--- src/rtl/uart_tx_feeder.sv ---
// Byte FIFO feeding a UART transmitter through a start/busy handshake.
// Optional sticky overflow flag is built when UART_FEEDER_OVF_EN is defined.
module uart_tx_feeder #(
    parameter int unsigned DEPTH     = 16,
    parameter int unsigned ADDR_W    = 4,
    parameter int unsigned BUSY_WAIT = 4
) (
    input  logic              clk,
    input  logic              rst_n,
    input  logic              wr_en,
    input  logic [7:0]        wr_data,
    output logic              full,
    output logic              empty,
    output logic [ADDR_W:0]   count,
    output logic              tx_start,
    output logic [7:0]        tx_data,
    input  logic              tx_busy,
    output logic              ovf,
    input  logic              ovf_clr
);

    localparam int unsigned CNT_W = ADDR_W + 1;
    localparam int unsigned TMR_W = (BUSY_WAIT > 1) ? $clog2(BUSY_WAIT) : 1;
    localparam logic [CNT_W-1:0] DEPTH_CNT = CNT_W'(DEPTH);
    localparam logic [TMR_W-1:0] TMR_LAST  = TMR_W'(BUSY_WAIT - 1);

    typedef enum logic [1:0] {
        S_IDLE      = 2'd0,
        S_WAIT_BUSY = 2'd1,
        S_WAIT_DONE = 2'd2
    } state_t;

    state_t             state;
    logic [TMR_W-1:0]   timer;
    logic [ADDR_W-1:0]  wr_ptr;
    logic [ADDR_W-1:0]  rd_ptr;
    logic [7:0]         mem [DEPTH];
    logic [CNT_W-1:0]   count_nxt;
    logic               wr_acc;
    logic               pop;

    // A write while full is dropped even if a pop happens in the same cycle.
    assign wr_acc = wr_en && !full;
    assign pop    = (state == S_IDLE) && !empty && !tx_busy;

    always_comb begin
        count_nxt = count;
        if (wr_acc && !pop) begin
            count_nxt = count + CNT_W'(1);
        end else if (!wr_acc && pop) begin
            count_nxt = count - CNT_W'(1);
        end
    end

    // Storage array has no reset; contents are only read behind a valid count.
    always_ff @(posedge clk) begin
        if (wr_acc) begin
            mem[wr_ptr] <= wr_data;
        end
    end

    always_ff @(posedge clk or negedge rst_n) begin
        if (!rst_n) begin
            wr_ptr <= '0;
            count  <= '0;
            full   <= 1'b0;
            empty  <= 1'b1;
        end else begin
            if (wr_acc) begin
                wr_ptr <= wr_ptr + ADDR_W'(1);
            end
            count <= count_nxt;
            full  <= (count_nxt == DEPTH_CNT);
            empty <= (count_nxt == '0);
        end
    end

    // Drain FSM: one start pulse per byte, then wait for busy to rise and fall.
    always_ff @(posedge clk or negedge rst_n) begin
        if (!rst_n) begin
            state    <= S_IDLE;
            timer    <= '0;
            rd_ptr   <= '0;
            tx_start <= 1'b0;
            tx_data  <= 8'h00;
        end else begin
            tx_start <= 1'b0;
            case (state)
                S_IDLE: begin
                    if (pop) begin
                        tx_data  <= mem[rd_ptr];
                        rd_ptr   <= rd_ptr + ADDR_W'(1);
                        tx_start <= 1'b1;
                        timer    <= '0;
                        state    <= S_WAIT_BUSY;
                    end
                end
                S_WAIT_BUSY: begin
                    // A transmitter that never raises busy still counts the byte as sent.
                    if (tx_busy) begin
                        state <= S_WAIT_DONE;
                    end else if (timer == TMR_LAST) begin
                        state <= S_IDLE;
                    end else begin
                        timer <= timer + TMR_W'(1);
                    end
                end
                S_WAIT_DONE: begin
                    if (!tx_busy) begin
                        state <= S_IDLE;
                    end
                end
                default: begin
                    state <= S_IDLE;
                end
            endcase
        end
    end

`ifdef UART_FEEDER_OVF_EN
    // Sticky overflow; a simultaneous set and clear leaves it set.
    always_ff @(posedge clk or negedge rst_n) begin
        if (!rst_n) begin
            ovf <= 1'b0;
        end else if (wr_en && full) begin
            ovf <= 1'b1;
        end else if (ovf_clr) begin
            ovf <= 1'b0;
        end
    end
`else
    logic unused_ovf_clr;
    assign unused_ovf_clr = ovf_clr;
    assign ovf            = 1'b0;
`endif

endmodule

--- config.mk ---
export PLATFORM = sky130hd
export DESIGN_NAME = uart_tx_feeder
export DESIGN_NICKNAME = d
export VERILOG_FILES = /design/src/rtl/uart_tx_feeder.sv
export SDC_FILE = /design/constraint.sdc
export NUM_CORES = 1
export LEC_CHECK = 0
export ABC_AREA = 1
export CAP_MARGIN = 30
export CORE_UTILIZATION = 55
export DETAILED_ROUTE_END_ITERATION = 10
export GPL_TIMING_DRIVEN = 0
export HOLD_SLACK_MARGIN = 0.08
export PLACE_DENSITY = 0.74
export SLEW_MARGIN = 20
export SYNTH_ARGS = -nofsm -noshare
export SYNTH_HDL_FRONTEND = slang
export SYNTH_SLANG_ARGS = --single-unit
--- constraint.sdc ---
create_clock -name clk -period 3.7 [get_ports clk]
set_clock_uncertainty 0.2 [all_clocks]
set_input_delay 0.74 -clock clk [delete_from_list [all_inputs] [get_ports clk]]
set_output_delay 0.74 -clock clk [all_outputs]
set_load 0.005 [all_outputs]
==> results.tsv <==
stage	metric	value	unit
power_and_ir_drop	LEAKAGE	2.955	nW
setup_path	CP most frequent cell	nand2_1	
finish	Reg area	0.004546	mm²
clock_network	Max Root-Sink Buffers	2	
route	routed vias	4363	
setup_path	Setup CP Type	in2reg	
power_and_ir_drop	sequential share of power	37.3	%
synth	sequential area share after synthesis	69.27	%
clock_network	CTS tree	done	
synth	Yosys reg bits	156	
route	Vias/cell	5.659	
synth	Ys Warns	0	
setup_path	CP max-delay cell	nor2_1	
clock_network	clock sinks	156	
route	DRT Wirelength	14480	µm
synth	Synth Flop Type	edfxtp_1	
power_and_ir_drop	internal power	0.004125	W
route	drt drc	2	
setup_path	R2R setup slack	1.39	ns
synth	largest area contributor in the synthesized netlist	edfxtp_1	
timing	final worst-path cycle share	71.95	%
setup_path	CP Cell Sequence	clkdlybuf4s50_1 -> nand2_1 -> inv_2 -> nand2_1 -> nor2_1	
synth	Synth Instances	569	
timing	final hold vios	0	
grt	vias in the first global route	4431	
synth	largest cells by area after synthesis	edfxtp_1 (59%), dfrtp_1 (10%), nand2_1 (8.2%)	
synth	Synth Net Count	590	
setup_path	startpoint types	input port	
clock_network	CTS buffer count	17	
status	outcome	finished, violations left	
timing	unrepaired setup endpoints after global routing	no	
place	DP HPWL	9444	µm
job	number of max-cap violations	0	
synth	Async S/R FF share, synth	17.95	%
floorplanning	DIE AREA	0.01237	mm²
timing	fmax	375.6	MHz
clock_network	Root Driver	clkbuf_16	
finish	Area Growth Syn to Fin	16.26	%
synth	count of flip-flops with a built-in enable after synthesis	128	
synth	cell with the most instances after synthesis	nand2_1	
setup_path	Req. time, crit path	3.55	ns
grt	Tot GR Track Use	25.02	%
clock_network	setup bufs post-CTS	0	
finish	Design Area, Final	0.007630	mm²
route	remaining antenna violation count	0	
power_and_ir_drop	Clock power frac	29.0	%
status	failing checks	DRC	
floorplanning	Top Ports	30	
timing	final setup fails	0	
route	first drt pass iteration count	8	
timing	Slew headroom	44.56	%
power_and_ir_drop	Sw Share	34.60	%
synth	top-area cell type share of the netlist area	58.57	%
finish	layout cells sized above 1	11.46	%
timing	Slew Viols, Final	0	
clock_network	CTS Hold Bufs	0	
finish	diodes inserted	0	
synth	synthesized area	0.006563	mm²
clock_network	CTS clk-pin slew, worst paths	0.06	ns
floorplanning	Starting Density	56.99	%
synth	Yosys cell types	28	
floorplanning	die width	111.2	µm
synth	Synth top cells by count	nand2_1 (143), edfxtp_1 (128), nor2_1 (64), o21ai_0 (36), a21oi_1 (33)	
route	Initial DRC Count	352	
setup_path	CP Buf/Inv Count	2	
clock_network	Worst-Skew Late Latency	0.42	ns
timing	Final TNS setup	0	ns
finish	Final nets	636	
setup_path	CP Capture Type	flop	
power_and_ir_drop	P_sw	0.002182	W
setup_path	Crit Path Max Fanout	10	
synth	syn_area_per_cell	11.53	µm²
grt	first-pass GRT wire length	22740	µm
clock_network	number of gates resized after cts	0	
floorplanning	row count	39	
place	gpl congestion	0.8893	
setup_path	critical path's top delay family	simple AND/OR/NAND/NOR gates	
power_and_ir_drop	VDD IR max	0.0004430	V
timing	worst hold margin	0.1497	ns
grt	initial antenna violation count	0	
timing	Slew @ Worst Pin	0.8285	ns
setup_path	CP arrival	2.51	ns
timing	fin crit period	2.662	ns
finish	Fillers	833	
power_and_ir_drop	total power	0.006307	W
worst_hold_path	worst min-delay path category	in2async	
power_and_ir_drop	Comb power frac	33.7	%
clock_network	H-tree Lvls	4	
place	PortBufs	27	
grt	Remaining Overflow, GRT	0	
setup_path	CP max stage delay	0.71	ns
grt	largest net degree at the start of global routing	29	
place	Placed Area	0.007007	mm²
floorplanning	Die Y	111.2	µm
route	routed len/inst	18.78	µm
floorplanning	Placeable Area	0.01152	mm²
power_and_ir_drop	Pwr per Cell Area	826.6	mW/mm²
finish	area of the multi-input gates	0.001733	mm²
routing by layer:
metal  part of all wire (%)  global-route usage [%]
met5                      0                       0
met4                    2.4                   9.550
met3                    6.1                   6.397
met2                     51                   43.63
met1                     40                   29.79
per-stage QoR:
stage          cells  util [%]  setup slack (ns)
6_report         771     66.25             1.038
3_3_place_gp     739     60.89            0.6215
4_1_cts          771     66.25             1.026
2_1_floorplan    569         -             1.602
5_1_grt          771     66.25            0.9527
3_5_place_dp     739     60.84            0.5870
cells in the final DEF (no fill, tap or decap), types with 15 or more instances in the layout:
master and instances:
nand2_1 143, edfxtp_1 128, nor2_1 64, o21ai_0 36, a21oi_1 33, dfrtp_1 27
clkdlybuf4s50_1 26, inv_1 25, nand3_1 21, clkbuf_16 17, o22ai_1 16, buf_2 15
kinds of logic after synthesis:
kind of cell | after synthesis | synth area share, %
DFF | 156 | 69.27
other | 1 | 0.05714
xor gates and xnor gates | 9 | 1.201
and+or+nand+nor | 247 | 16.15
adders and majority gates | 8 | 1.525
buffers and inverters | 54 | 4.328
AOI/OAI and AO/OA | 94 | 7.474
power by group through the flow:
stage	Combinational [W]	Clock [W]	Sequential, W
after floorplan	0.00139	0	0.00236
after global placement	0.00203	0	0.00237
after detailed placement	0.00210	0	0.00238
after CTS	0.00212	0.00183	0.00235
after global routing	0.00235	0.00191	0.00238
final	0.00213	0.00183	0.00235
final timing paths:
path,from,end,cells past startpoint
min reg2reg,tx_data[3],tx_data[3],2
max reg2reg,full,mem[3][7],5
max,wr_en,mem[3][7],5
max in group asynchronous,rst_n,wr_ptr[1],1
min in group clk,tx_data[3],tx_data[3],2
min,rst_n,tx_data[7],1
area by class of cell:
type	instances	area share [%]
flip-flops and latches	156	59.58
multi-input cells	359	22.71
clock buffers	25	6.363
repair buffers	27	3.477
well taps	143	2.345
plain buffers	24	2.148
clock inverters	7	1.804
inverters	30	1.574
state kept, by name, indices dropped and copies added (netlist names):
signal and cells:
mem 128, wr_ptr 4, full 1, timer 2, rd_ptr 4, tx_start 1
empty 1, state 2, tx_data 8, count 5
(Power assumes the default switching activity.)
